<file path="config.mk">
export PLATFORM = sky130hd
export DESIGN_NAME = uart_tx_os
export DESIGN_NICKNAME = d
export VERILOG_FILES = /design/src/rtl/uart_pkg.sv /design/src/rtl/uart_tick_gen.sv /design/src/rtl/uart_tx_os.sv
export SDC_FILE = /design/constraint.sdc
export NUM_CORES = 1
export LEC_CHECK = 0
export ABC_AREA = 0
export CAP_MARGIN = 0
export CORE_ASPECT_RATIO = 0.5
export CORE_UTILIZATION = 45
export DETAILED_ROUTE_END_ITERATION = 10
export PLACE_DENSITY_LB_ADDON = 0.25
export SLEW_MARGIN = 10
export SYNTH_ARGS = -nofsm -noshare
export SYNTH_HDL_FRONTEND = slang
export SYNTH_SLANG_ARGS = --single-unit
</file>
<file path="constraint.sdc">
create_clock -name sysclk -period 2.3 [get_ports sysclk]
set_input_delay 0.46 -clock sysclk [delete_from_list [all_inputs] [get_ports sysclk]]
set_output_delay 0.46 -clock sysclk [all_outputs]
set_load 0.02 [all_outputs]
</file>
<file path="src/rtl/uart_pkg.sv">
// Shared UART definitions for the transmit and receive paths.
//   UART_CLKS_PER_TICK : default sysclk cycles per oversample tick (50 MHz, 9600 baud)
//   UART_OVERSAMPLE    : default oversample ticks per serial bit
//   UART_DATA_W        : data bits per frame
//   uart_tx_state_t    : transmitter state encoding (PARITY is used only when
//                        UART_TX_PARITY_EN is defined)
package uart_pkg;

   localparam int UART_CLKS_PER_TICK = 326;
   localparam int UART_OVERSAMPLE    = 16;
   localparam int UART_DATA_W        = 8;

   typedef enum logic [2:0] {
      IDLE,
      START,
      DATA,
      PARITY,
      STOP
   } uart_tx_state_t;

endpackage

</file>
<file path="src/rtl/uart_tick_gen.sv">
// Oversample tick divider. Counts 0..CLKS_PER_TICK-1 and wraps, producing a
// one-cycle enable on the last count. A synchronous clear holds the count at 0.
// Ports:
//   i_clk   : system clock
//   i_rst_n : asynchronous active-low reset
//   i_clr   : synchronous clear; counter held at 0 and no tick while high
//   o_tick  : one-cycle oversample enable
module uart_tick_gen
   import uart_pkg::*;
#(
   parameter int CLKS_PER_TICK = UART_CLKS_PER_TICK
) (
   input  logic i_clk,
   input  logic i_rst_n,
   input  logic i_clr,
   output logic o_tick
);

   localparam int CNT_W = 9;

   logic [CNT_W-1:0] r_cnt;
   logic             w_last;

   assign w_last = (r_cnt == CNT_W'(CLKS_PER_TICK - 1));

   always_ff @(posedge i_clk or negedge i_rst_n) begin
      if (!i_rst_n) begin
         r_cnt <= '0;
      end else if (i_clr || w_last) begin
         r_cnt <= '0;
      end else begin
         r_cnt <= r_cnt + 1'b1;
      end
   end

   assign o_tick = w_last & ~i_clr;

endmodule

</file>
<file path="src/rtl/uart_tx_os.sv">
// 8-bit UART transmitter on a shared oversample timebase.
// Frame: start(0), 8 data bits LSB first, optional even parity, STOP_BITS stop(1).
// Optional feature macro: UART_TX_PARITY_EN (adds the PARITY state).
// Handshake: a byte is accepted on the rising sysclk edge where tx_valid and
// tx_ready are both 1; tx_valid while tx_ready is 0 is ignored (no queueing).
// Ports:
//   sysclk      : system clock
//   rst_n       : asynchronous active-low reset
//   tx_data     : byte to send, sampled on accept
//   tx_valid    : byte available
//   tx_ready    : idle, able to accept a byte
//   tx_busy     : frame in progress (complement of tx_ready)
//   txd         : registered serial output, idle high
//   o_dbg_state : current FSM state
module uart_tx_os
   import uart_pkg::*;
#(
   parameter int CLKS_PER_TICK = UART_CLKS_PER_TICK,
   parameter int OVERSAMPLE    = UART_OVERSAMPLE,
   parameter int STOP_BITS     = 1
) (
   input  logic                   sysclk,
   input  logic                   rst_n,
   input  logic [UART_DATA_W-1:0] tx_data,
   input  logic                   tx_valid,
   output logic                   tx_ready,
   output logic                   tx_busy,
   output logic                   txd,
   output uart_tx_state_t         o_dbg_state
);

   localparam int OS_W = $clog2(OVERSAMPLE);

   uart_tx_state_t         r_state, w_state_nxt;
   logic [UART_DATA_W-1:0] r_shift, w_shift_nxt;
   logic [2:0]             r_bit_idx, w_bit_idx_nxt;
   logic                   r_stop_cnt, w_stop_cnt_nxt;
   logic [OS_W-1:0]        r_os_cnt;
   logic                   r_txd, w_txd_nxt;
   logic                   w_tick;
   logic                   w_bit_end;
   logic                   w_accept;
   logic                   w_last_stop;
`ifdef UART_TX_PARITY_EN
   logic                   r_parity;
`endif

   assign w_accept    = tx_valid & (r_state == IDLE);
   assign w_bit_end   = w_tick & (r_os_cnt == OS_W'(OVERSAMPLE - 1));
   assign w_last_stop = (STOP_BITS == 1) ? 1'b1 : r_stop_cnt;

   // Divider is cleared whenever idle, so the first tick of a frame always
   // lands a full CLKS_PER_TICK after the accept edge.
   uart_tick_gen #(
      .CLKS_PER_TICK(CLKS_PER_TICK)
   ) u_tick_gen (
      .i_clk  (sysclk),
      .i_rst_n(rst_n),
      .i_clr  (r_state == IDLE),
      .o_tick (w_tick)
   );

   always_ff @(posedge sysclk or negedge rst_n) begin
      if (!rst_n) begin
         r_os_cnt <= '0;
      end else if ((r_state == IDLE) || w_bit_end) begin
         r_os_cnt <= '0;
      end else if (w_tick) begin
         r_os_cnt <= r_os_cnt + 1'b1;
      end
   end

   always_ff @(posedge sysclk or negedge rst_n) begin
      if (!rst_n) begin
         r_state    <= IDLE;
         r_shift    <= '0;
         r_bit_idx  <= '0;
         r_stop_cnt <= 1'b0;
         r_txd      <= 1'b1;
      end else begin
         r_state    <= w_state_nxt;
         r_shift    <= w_shift_nxt;
         r_bit_idx  <= w_bit_idx_nxt;
         r_stop_cnt <= w_stop_cnt_nxt;
         r_txd      <= w_txd_nxt;
      end
   end

`ifdef UART_TX_PARITY_EN
   always_ff @(posedge sysclk or negedge rst_n) begin
      if (!rst_n) begin
         r_parity <= 1'b0;
      end else if (w_accept) begin
         r_parity <= ^tx_data;
      end
   end
`endif

   always_comb begin
      w_state_nxt    = r_state;
      w_shift_nxt    = r_shift;
      w_bit_idx_nxt  = r_bit_idx;
      w_stop_cnt_nxt = r_stop_cnt;
      case (r_state)
         IDLE: begin
            if (w_accept) begin
               w_state_nxt    = START;
               w_shift_nxt    = tx_data;
               w_bit_idx_nxt  = '0;
               w_stop_cnt_nxt = 1'b0;
            end
         end
         START: begin
            if (w_bit_end) begin
               w_state_nxt   = DATA;
               w_bit_idx_nxt = '0;
            end
         end
         DATA: begin
            if (w_bit_end) begin
               w_shift_nxt   = r_shift >> 1;
               w_bit_idx_nxt = r_bit_idx + 1'b1;
               if (r_bit_idx == 3'd7) begin
`ifdef UART_TX_PARITY_EN
                  w_state_nxt = PARITY;
`else
                  w_state_nxt = STOP;
`endif
               end
            end
         end
`ifdef UART_TX_PARITY_EN
         PARITY: begin
            if (w_bit_end) begin
               w_state_nxt = STOP;
            end
         end
`endif
         STOP: begin
            if (w_bit_end) begin
               if (w_last_stop) begin
                  w_state_nxt = IDLE;
               end else begin
                  w_stop_cnt_nxt = 1'b1;
               end
            end
         end
         default: begin
            w_state_nxt = IDLE;
         end
      endcase
   end

   // txd is registered from the next state, so the start bit appears the
   // cycle right after the accept edge.
   always_comb begin
      w_txd_nxt = 1'b1;
      case (w_state_nxt)
         START:   w_txd_nxt = 1'b0;
         DATA:    w_txd_nxt = w_shift_nxt[0];
`ifdef UART_TX_PARITY_EN
         PARITY:  w_txd_nxt = r_parity;
`endif
         default: w_txd_nxt = 1'b1;
      endcase
   end

   assign txd         = r_txd;
   assign tx_ready    = (r_state == IDLE);
   assign tx_busy     = ~tx_ready;
   assign o_dbg_state = r_state;

endmodule

</file>
# Word level (Yosys, flattened, before mapping)
# Index checks and enable logic that the tools add are counted.
[totals]
ff_bits = 28
mem_bits_rw = 0
word_cells = 50
inputBits = 11
output_inout_bits = 6
n_memories = 0
romBits = 0
latchBits = 0
[op_classes]
n_mul = 0
n_lt_le_gt_ge = 0
reduce_logical = 8
n_mux = 17
div_mod_pow = 0
shift = 0
add_sub_neg = 3
n_bitwise = 4
n_eq_ne = 11
[ops]
columns = ["cell", "count"]
rows = [
  ["$mux W3", 8],
  ["$mux W8", 2],
  ["$pmux W8 S2", 1],
  ["$pmux W3 S4", 1],
  ["$add A9 B1 Y9 const B", 1],
  ["$eq A9 B9 Y1 const B", 1],
  ["$mux W9", 1],
  ["$pmux W3 S3", 1],
  ["$mux W4", 2],
  ["$eq A3 B1 Y1 const B", 2],
  ["$eq A3 B2 Y1 const B", 2],
  ["$eq A3 B3 Y1 const B", 2],
  ["$ne A2 B2 Y1 const B", 3],
  ["$add A4 B1 Y4 const B", 1],
  ["$eq A4 B4 Y1 const B", 1],
  ["$reduce_and A4 Y1", 1],
  ["$reduce_bool A2 Y1", 2],
  ["$add A3 B1 Y3 const B", 1],
  ["$and A1 B1 Y1", 3],
  ["$logic_not A3 Y1", 1],
  ["$reduce_and A3 Y1", 1],
  ["$reduce_bool A3 Y1", 1],
  ["$logic_or A1 B1 Y1", 2],
  ["$pmux W1 S2", 1],
  ["$not A1 Y1", 1],
]

# Logic depth before layout (Yosys ltp)
# Gate-level depths: netlist (run 1).
[logic_depth]
word_depth = 8
ltp_mapped = 7
depth_no_buf = 6

# By module
# From an unflattened synthesis (run 1), not the netlist that was laid out.
[hier_totals]
cells_unflattened = 136
area_unflattened_um2 = 1395.1
[by_module_without_submodules]
columns = ["mod", "seq_area_each_um2", "cells_each", "instances", "area_each_um2"]
rows = [
  ["uart_tx_os", 476.7, 92, 1, 940.9],
  ["uart_tick_gen", 225.2, 44, 1, 454.2],
]

# Least setup slack after synthesis (run 1)
# Ideal clock, no wire load.
[synth_path]
kind = "reg-to-reg"
start = "register r_state[2], in the netlist o_dbg_state[2]"
end = "register r_os_cnt[3]"
required_ps = 2206
stages_incl_launch_ff = 6
slack_ps = 520
synth_period_minus_slack_ps = 1780
t_arrival_ps = 1686
path_buffers = 0
setup_ps = 94
cell_sequence = "dfrtp_1 or3_4 clkinv_4 a21oi_2 or3_1 a211oi_1"
[synth_between]
elab_chain_len = 6
word_cells_on_any_way = 7
classes_between = "mux: 1; bitwise: 3; reduce/logical: 3"
[synth_rtl]
columns = ["element", "line_no", "source"]
rows = [
  ["start, declared", "uart_tx_os.sv:34", "uart_tx_state_t r_state, w_state_nxt;"],
  ["start signal, assigned", "uart_tx_os.sv:81", "r_state <= w_state_nxt;"],
  ["$logic_not A3 Y1 *", "n/a", ""],
  ["$not A1 Y1 *", "n/a", ""],
  ["net tx_busy", "uart_tx_os.sv:27", "output logic tx_busy,"],
  ["$and A1 B1 Y1 *", "uart_tick_gen.sv:36", "assign o_tick = w_last & ~i_clr;"],
  ["$and A1 B1 Y1", "uart_tx_os.sv:49", "assign w_bit_end = w_tick & (r_os_cnt == OS_W'(OVERSAMPLE - 1));"],
  ["$logic_or A1 B1 Y1", "uart_tx_os.sv:66", "end else if ((r_state == IDLE) || w_bit_end) begin"],
  ["$mux W4 / $reduce_bool A2 Y1 (equally long branches)", "n/a", ""],
  ["end signal, assigned", "uart_tx_os.sv:69", "r_os_cnt <= r_os_cnt + 1'b1;"],
  ["end, declared", "uart_tx_os.sv:38", "logic [OS_W-1:0] r_os_cnt;"],
]
# The timed path passes the listed nets; every way through them passes the cells marked *.
# A chain may end at the register's enable or synchronous reset.

# Worst setup path after layout (run 1)
[layout_path]
start = "register r_state[2], in the netlist o_dbg_state[2]"
end = "output tx_busy"
[layout_between]
elab_chain_len = 2
[layout_rtl]
columns = ["element", "line_no", "source"]
rows = [
  ["$logic_not A3 Y1", "uart_tx_os.sv:169", "assign tx_ready = (r_state == IDLE);"],
  ["$not A1 Y1", "uart_tx_os.sv:170", "assign tx_busy = ~tx_ready;"],
  ["end, declared", "uart_tx_os.sv:27", ""],
]
# Every way passes these cells.

==> results of run 1 <==
-- cell usage after synthesis (2+ instances only) --
cell type and number:
inv_1 2, dfrtp_1 27, xor2_1 4, buf_2 3, a221o_1 6, o21ai_0 2, a21oi_1 5, nand3_1 5
or3_1 2, nand2_1 10, mux2i_1 2, nand4_1 3, ha_1 5, nor2_1 13, and2_1 7, and4_1 2
xnor2_1 4
-- worst max-delay path, cell delays in order, from the launching register on --
cell             delay, ns
dfrtp_1               0.39
or3_4                 0.43
clkdlybuf4s50_1       0.55
-- metal layers --
metal / up-vias / wire [µm] / global-route usage [%]
met4: 0 / 14 / 4.02
met3: 2 / 168 / 5.33
met1: 504 / 1250 / 24.3
met2: 30 / 1170 / 31.0
li1: 492 / - / -
met5: - / 0 / 0
-- area by class of cell --
cell class	count	area, µm²
fill	233	1060
sequential	28	702
multi-input combinational	89	639
timing repair buffer	23	215
clock buffer	4	55.1
tap	37	46.3
inverter	3	16.3
-- flip-flops by register name, indices dropped and copies added (netlist names) --
signal / cells
o_dbg_state: 3
r_bit_idx: 3
r_os_cnt: 4
r_shift: 8
txd: 1
u_tick_gen.r_cnt: 9
-- worst min path at each step --
stage	cells after the start	endpoint	slack [ns]
detailed placement	1	r_bit_idx[2]	0.50
global route	1	r_bit_idx[1]	0.55
floorplan	0	o_dbg_state[0]	0.16
finish	1	r_bit_idx[2]	0.52
CTS	1	r_bit_idx[2]	0.52
global placement	1	r_bit_idx[2]	0.49
-- stage by stage --
stage,cell area (µm²),total power [mW]
finish,1670,1.18
global route,1670,1.24
CTS,1670,1.18
detailed placement,1620,0.882
global placement,1620,0.866
floorplan,1370,0.799
-- cell families after synthesis --
logic type | synth area share, %
compound gates | 12.5
xor+xnor | 5.10
fa+ha+maj | 4.56
buf+inv | 2.28
flops | 51.1
mux | 2.28
simple gates | 22.2
-- power groups by stage --
stage                     clock [mW]  sequential [mW]  combinational, mW
after global placement             0            0.667              0.199
after global routing           0.331            0.673              0.234
after floorplan                    0            0.649              0.150
after detailed placement           0            0.671              0.211
final                          0.305            0.662              0.207
after CTS                      0.309            0.663              0.210
==> reports/results.ini, run 1 <==
[outcome]
status = complete, no violations

[cts]
postCtsHoldBufs = 0
post_cts_buffers = 0
path_clk_slew_ns = 0.09
clock_path_buffers = 2
cts.sinks = 28
ctsRootBufferMaster = clkbuf_8
cts_tree = yes
insertion_delay_ns = 0.27
ctsResizeCount = 0
numCtsBuffers = 3
ctsHtreeMaxLevel = 1

[synthesis]
yosys.area.top_type = dfrtp_1
syn_nets = 139
syn_area_per_cell_um2 = 11.2
netlist_area_um2 = 1370
yosysTopAreaCellShare_pct = 49.2
synth-seq-cells = 28
yosys_most_used_dff = dfrtp_1
synth.area.top_cells = dfrtp_1 49%, ha_1 4.6%, a221o_1 4.4%, nor2_1 3.6%, and2_1 3.2%
synth_cells = 123
synth_edf_count = 0
ys_seq_area_share_pct = 51.1
yosysUniqueCellTypes = 38
synthArstFlopShare_pct = 100
ys.warnings.count = 0

[final_layout]
nets = 164
final_core_util_pct = 61.3
insertedDiodeCount = 0
syn2layout_area_growth_pct = 22.0
final_cell_mix = 27 x dfrtp_1, 15 x clkdlybuf4s50_1, 13 x nor2_1
layout-drive-gt1-share_pct = 12.9
final_common_cell = dfrtp_1
final_cells = 184

[route]
vias_per_cell = 5.59
wl_um = 2610
wl_per_cell_um = 14.2
drt_iter0_markers = 28
vias = 1028
firstDrtPassIters = 4
ant_nets = 0
drc = 0

[critical_path]
startpoint = o_dbg_state[2]
cp-end-kind = output pin
path_max_fanout = 4
r2r_start = u_tick_gen.r_cnt[1]
worstPathArrival_ns = 1.64
critPathKind = register to output pin
r2r_setup_slack_ns = 0.27
required_ns = 1.84
endpoint = tx_busy
start_kind = register
rr_worst_depth = 6
r2r_end = r_shift[5]

[floorplan]
fp.coreArea_um2 = 2730
die_w_um = 80.1
die-area_um2 = 3290
initial_core_util_pct = 50.2
ios = 17
rows = 13
die_h_um = 41.1

[power_and_ir_drop]
p_seq_share_pct = 56.4
leakagePower_nw = 0.760
power.switching_mw = 0.337
peakVddDrop_mv = 0.370
p_clk_share_pct = 26.0
power_frac_comb_pct = 17.6
switching_share_pct = 28.7
power_density_nw_per_um2 = 702
intPower_mw = 0.838

[place]
gp_congestion = 0.786
io_buffers = 16
pre_cts_ws_ns = 0.308
hpwlAfterDp_um = 1970
post-place-cells = 180

[sta]
rsz0062_at_grt = false
maxSlewViolCount = 0
slew_headroom_pct = 73.1
period_share_pct = 91.2
tightest_slew_ns = 0.403
fin_setup_tns_ns = 0
hold_ws_ns = 0.517
setup_ws_ns = 0.202
period_needed_ns = 2.10
setup-violations-final = 0
hold_viol_final = 0
skew_ns = 0.00266
max_clock_freq_ghz = 0.477

[hold_path]
hold_path.class = register to register
hold_start = r_bit_idx[2]

[flow_run]
maxCapViolations = 0

[global_route]
grt_pass1_wl_um = 4200
antenna_found_initial = 0
grt_max_degree = 29
gr-total-overflow = 0
track_usage_pct = 18.4
grt_pass1_vias = 879

Power figures use the tool's default switching activity.
==> inputs of run 2 (changes only) <==
Settings changed: CAP_MARGIN 0 to not set, DONT_BUFFER_PORTS set to 1, RECOVER_POWER set to 100.
==> run 2 against run 1 <==
  * Combinational power shrank 11%
  * Routed wire length about the same
  * Final area is 11% lower
  * Critical path depth increased by 3
  * Setup slack improved by 0.035 ns
  * Hold slack worse by 0.50 ns
  * Fmax rose by 1.7%
  * Via count shrank 8.0%
  * Die area unchanged
  * Clock power fell by 8.9%
  * Sequential power about the same
  * Global-route usage down 1.5 points
  * Critical endpoint is now r_os_cnt[3]
==> reports/results.ini, run 2 (same netlist as run 1, synthesis figures left out) <==
[critical_path]
r2r_start = o_dbg_state[2]  ; was u_tick_gen.r_cnt[1]
required_ns = 2.49  ; was 1.84 ns
crit_chain = or3_1, clkinv_4, a21oi_1, or3_1, a211oi_1  ; was or3_4, clkdlybuf4s50_1
crit_slowest_cell = or3_1  ; was clkdlybuf4s50_1
rr_worst_depth = 5  ; was 6
critPathKind = register to register  ; was register to output pin
max_stage_delay_ns = 0.61  ; was 0.55 ns
r2r_setup_slack_ns = 0.24  ; was 0.27 ns
start_kind = register  ; unchanged
cp_common_cell = or3_1
worstPathArrival_ns = 2.26  ; was 1.64 ns
path_max_fanout = 8  ; was 4
r2r_end = r_os_cnt[3]  ; was r_shift[5]
cp-end-kind = register  ; was output pin

[floorplan]
initial_core_util_pct = 50.2  ; unchanged
rows = 13  ; unchanged
die-area_um2 = 3290  ; unchanged
die_h_um = 41.1  ; unchanged
ios = 17  ; unchanged
fp.coreArea_um2 = 2730  ; unchanged
die_w_um = 80.1  ; unchanged

[flow_run]
maxCapViolations = 0  ; unchanged

[cts]
ctsRootBufferMaster = clkbuf_8  ; unchanged
path_clk_slew_ns = 0.10  ; was 0.09 ns
ctsResizeCount = 0  ; unchanged
cts.sinks = 28  ; unchanged
post_cts_buffers = 0  ; unchanged
cts_tree = yes  ; unchanged
clock_path_buffers = 2  ; unchanged
postCtsHoldBufs = 2  ; was 0
ctsHtreeMaxLevel = 1  ; unchanged
insertion_delay_ns = 0.28  ; was 0.27 ns
numCtsBuffers = 3  ; unchanged

[final_layout]
syn2layout_area_growth_pct = 8.11  ; was 22.0%
nFillCells = 247  ; was 233
final_cells = 166  ; was 184
top_register = u_tick_gen.r_cnt  ; unchanged
multi_input_area_um2 = 626  ; was 639 µm²
layout-drive-gt1-share_pct = 7.75  ; was 12.9%
final_common_cell = dfrtp_1  ; unchanged
final_cell_mix = 27 x dfrtp_1, 13 x nor2_1, 10 x nand2_1  ; was 27 x dfrtp_1, 15 x clkdlybuf4s50_1, 13 x nor2_1
nets = 146  ; was 164
seq_area_um2 = 702  ; unchanged
largestRegisters = u_tick_gen.r_cnt: 9 flops, r_shift: 8 flops, r_os_cnt: 4 flops  ; unchanged
final_core_util_pct = 54.3  ; was 61.3%
largest_reg_flops = 9  ; unchanged
insertedDiodeCount = 0  ; unchanged

[sta]
setup_ws_ns = 0.237  ; was 0.202 ns
period_needed_ns = 2.06  ; was 2.10 ns
hold_viol_final = 0  ; unchanged
slew_headroom_pct = 71.3  ; was 73.1%
tightest_slew_ns = 0.431  ; was 0.403 ns
rsz0062_at_grt = false  ; unchanged
maxSlewViolCount = 0  ; unchanged
fin_setup_tns_ns = 0  ; unchanged
skew_ns = 0.00467  ; was 0.00266 ns
period_share_pct = 89.7  ; was 91.2%
max_clock_freq_ghz = 0.485  ; was 0.477 GHz
setup-violations-final = 0  ; unchanged

[place]
pre_cts_ws_ns = 0.375  ; was 0.308 ns
gp_congestion = 0.707  ; was 0.786
io_buffers = 0  ; was 16
hpwlAfterDp_um = 1770  ; was 1970 µm
post-place-cells = 160  ; was 180

[global_route]
track_usage_pct = 16.8  ; was 18.4%
grt_max_degree = 28  ; was 29
grt_pass1_vias = 822  ; was 879
gr-total-overflow = 0  ; unchanged
antenna_found_initial = 0  ; unchanged
grt_pass1_wl_um = 3930  ; was 4200 µm

[route]
vias_per_cell = 5.70  ; was 5.59
firstDrtPassIters = 4  ; unchanged
wl_um = 2610  ; about the same
vias = 946  ; was 1028
drt_iter0_markers = 51  ; was 28
wl_per_cell_um = 15.7  ; was 14.2 µm
drc = 0  ; unchanged
ant_nets = 0  ; unchanged

[power_and_ir_drop]
leakagePower_nw = 0.662  ; was 0.760 nW
peakVddDrop_mv = 0.406  ; was 0.370 mV
power_density_nw_per_um2 = 760  ; was 702 nW/µm²

[outcome]
status = complete, no violations  ; unchanged

[hold_path]
hold_path.class = primary input to asynchronous set/reset pin  ; was register to register

run 2: report_power, final:
| part | switching (mW) | leakage (nW) | internal [mW] |
|---|---|---|---|
| clock | 0.153 | 0.0228 | 0.124 |
| combinational | 0.0838 | 0.282 | 0.101 |
| sequential | 0.0977 | 0.357 | 0.567 |
run 2: cell type report:
type                       instances  share of cell area [%]
timing repair buffer               5                    3.29
clock buffer                       4                    3.04
inverter                           3                    1.10
tap                               37                    3.12
sequential                        28                    47.3
multi-input combinational         89                    42.2
run 2: worst max-delay path by stage:
stage	from	endpoint	depth (start not counted)
3_5_place_dp	o_dbg_state[2]	r_os_cnt[3]	5
6_report	o_dbg_state[2]	r_os_cnt[3]	5
3_3_place_gp	o_dbg_state[2]	r_os_cnt[3]	5
2_1_floorplan	o_dbg_state[2]	r_os_cnt[3]	5
5_1_grt	o_dbg_state[2]	r_os_cnt[3]	5
4_1_cts	o_dbg_state[2]	tx_ready	2
run 2: critical path: cells and delay by family, from the launching register on:
kind | cells | cell delay [ns]
simple gates | 2 | 0.97
compound gates | 2 | 0.30
buf+inv | 1 | 0.18
flops | 1 | 0.53
run 2: stage by stage:
step                      total power, mW  hold WS, ns  cell area (µm²)
final                                1.13       0.0185             1480
after global routing                 1.20      0.00491             1480
after CTS                            1.14       0.0138             1500
after detailed placement            0.852        0.165             1430
after global placement              0.843        0.165             1430
after floorplan                     0.799        0.164             1370
run 2: routing by layer:
metal | track usage (%) | wire [µm] | share of wire (%)
met5 | 0 | 0 | 0
met1 | 24.4 | 1430 | 55
met3 | 4.44 | 102 | 3.9
met2 | 25.2 | 1060 | 41
met4 | 4.02 | 10 | 0.38
==> edit: new RTL, flow settings as in run 1 <==
Set the package constant `UART_OVERSAMPLE` to 8 (it was 16).
--- a/src/rtl/uart_pkg.sv
+++ b/src/rtl/uart_pkg.sv
@@ -7,7 +7,7 @@
 package uart_pkg;
 
    localparam int UART_CLKS_PER_TICK = 326;
-   localparam int UART_OVERSAMPLE    = 16;
+   localparam int UART_OVERSAMPLE    = 8;
    localparam int UART_DATA_W        = 8;
 
    typedef enum logic [2:0] {
Function: same outputs for any inputs over 10 cycles, from zero or initial values and one cycle with rst_n low; that may be too few to reach the edited logic, so the function may still have changed.
==> edit against run 1 <==
Global-route usage decreased by 0.35 points; largest cell class unchanged; first-iteration DRC count increased by 71%; critical endpoint is now tx_ready; worst hold slack improved by 0.0022 ns; setup slack got worse by 0.090 ns; sequential cell count decreased by 1; routed wire length decreased by 0.65%; synthesized area decreased by 1.2%; register-to-register slack improved by 0.08 ns; cell area decreased by 2.5%.
Power is not compared: it rests on default switching activity, and its combinational part moved more than twofold at a synthesized area within 25%.
==> edit: results (changes against run 1) <==
Via count: 1,005 (-2.2%)
Worst stage delay on the critical path: 0.59 ns (+0.04 ns)
Largest net degree at the start of global routing: 28 (-3.4%)
Avg Inst Size Synth: 10.51 um2 (-5.8%)
Reg2reg path depth: 7 (+1)
Min-Delay Path Class: flip-flop to flip-flop
Crit path max fanout: 8 (+4)
Hpwl dp: 1852 um (-5.8%)
Synth top cells by count: dfrtp_1, nor2_1, nand2_1
Total track usage: 18.02% (-0.35 points)
Nets: 169 (+3.0%)
Worst path arrival time: 1.73 ns (+0.09 ns)
Post-Layout Cell Count: 188 (+2.2%)
Vias in the first global route: 903 (+2.7%)
Slew HR: 65.18% (-7.9 points)
Gpl congestion: 0.8820 (+12%)
Syn Nets: 146 (+5.0%)
First-pass GRT wire length: 4236 um (+0.81%)
Largest registers: u_tick_gen.r_cnt: 9 flops, r_shift: 8 flops
Drt initial violations: 48 (+71%)
Met1 wire length: 1397 um (+12%)
# placed instances: 184 (+2.2%)
Post-DR wirelength/cell: 13.78 um (-2.8%)
Yosys cell types: 34 (-11%)
Dpl ws: 0.3756 ns (+0.06761 ns)
Layout cells sized above 1: 11.26% (-1.7 points)
Status: completed
Post-placement cell area: 1588 um2 (-1.8%)
Main area contributors after synthesis: dfrtp_1, ha_1, nor2_1
Clk root buf: clkbuf_8
Met3 Wirelength: 82 um (-51%)
Clk_skew: 0.006902 ns (+0.004239 ns)
-- edit: logic make-up (layout without fill, tap and decap cells) --
| group | Yosys count | after routing | synth area share (%) |
|---|---|---|---|
| AOI/OAI and AO/OA | 24 | 24 | 13.65 |
| DFF | 27 | 27 | 49.91 |
| xor gates and xnor gates | 8 | 8 | 5.166 |
| muxes | 1 | 1 | 0.8302 |
| buffers and inverters | 9 | 31 | 3.413 |
| and+or+nand+nor | 54 | 54 | 21.49 |
| adders and majority gates | 6 | 6 | 5.535 |
-- edit: where the power goes --
part,switching [mW],internal (mW)
Combinational,0.0135,0.0172
Sequential,0,0.474
Clock,0.146,0.124
-- edit: per-layer routing --
layer  vias up  GRT usage [%]
li1        510              -
met1       480          23.19
met2        13          30.34
met3         2          6.000
met4         0          4.091
met5         -              0
-- edit: final cells by class --
type                    count  area (um2)  area share (%)
inverters                   3       11.26          0.6897
well taps                  37       46.29           2.835
flip-flops and latches     27       676.9           41.46
repair buffers             24       220.2           13.49
multi-input cells          93       633.1           38.77
clock buffers               4       45.04           2.759
-- edit: worst register-to-register path, delay by kind of cell (launching register included) --
family                     cells  cell delay, ns
and+or+nand+nor                2            0.62
DFF                            1            0.38
AOI/OAI and AO/OA              2            0.28
buffers and inverters          1            0.21
adders and majority gates      2            0.39
-- edit: worst paths after layout --
path,from,end,slack [ns]
min in group asynchronous,rst_n,r_os_cnt[2],0.55
hold reg to reg,r_bit_idx[2],r_bit_idx[2],0.52
max in group asynchronous,rst_n,txd,1.45
setup reg to reg,r_os_cnt[0],txd,0.35
hold / removal,r_bit_idx[2],r_bit_idx[2],0.52
setup / recovery,o_dbg_state[2],tx_ready,0.11
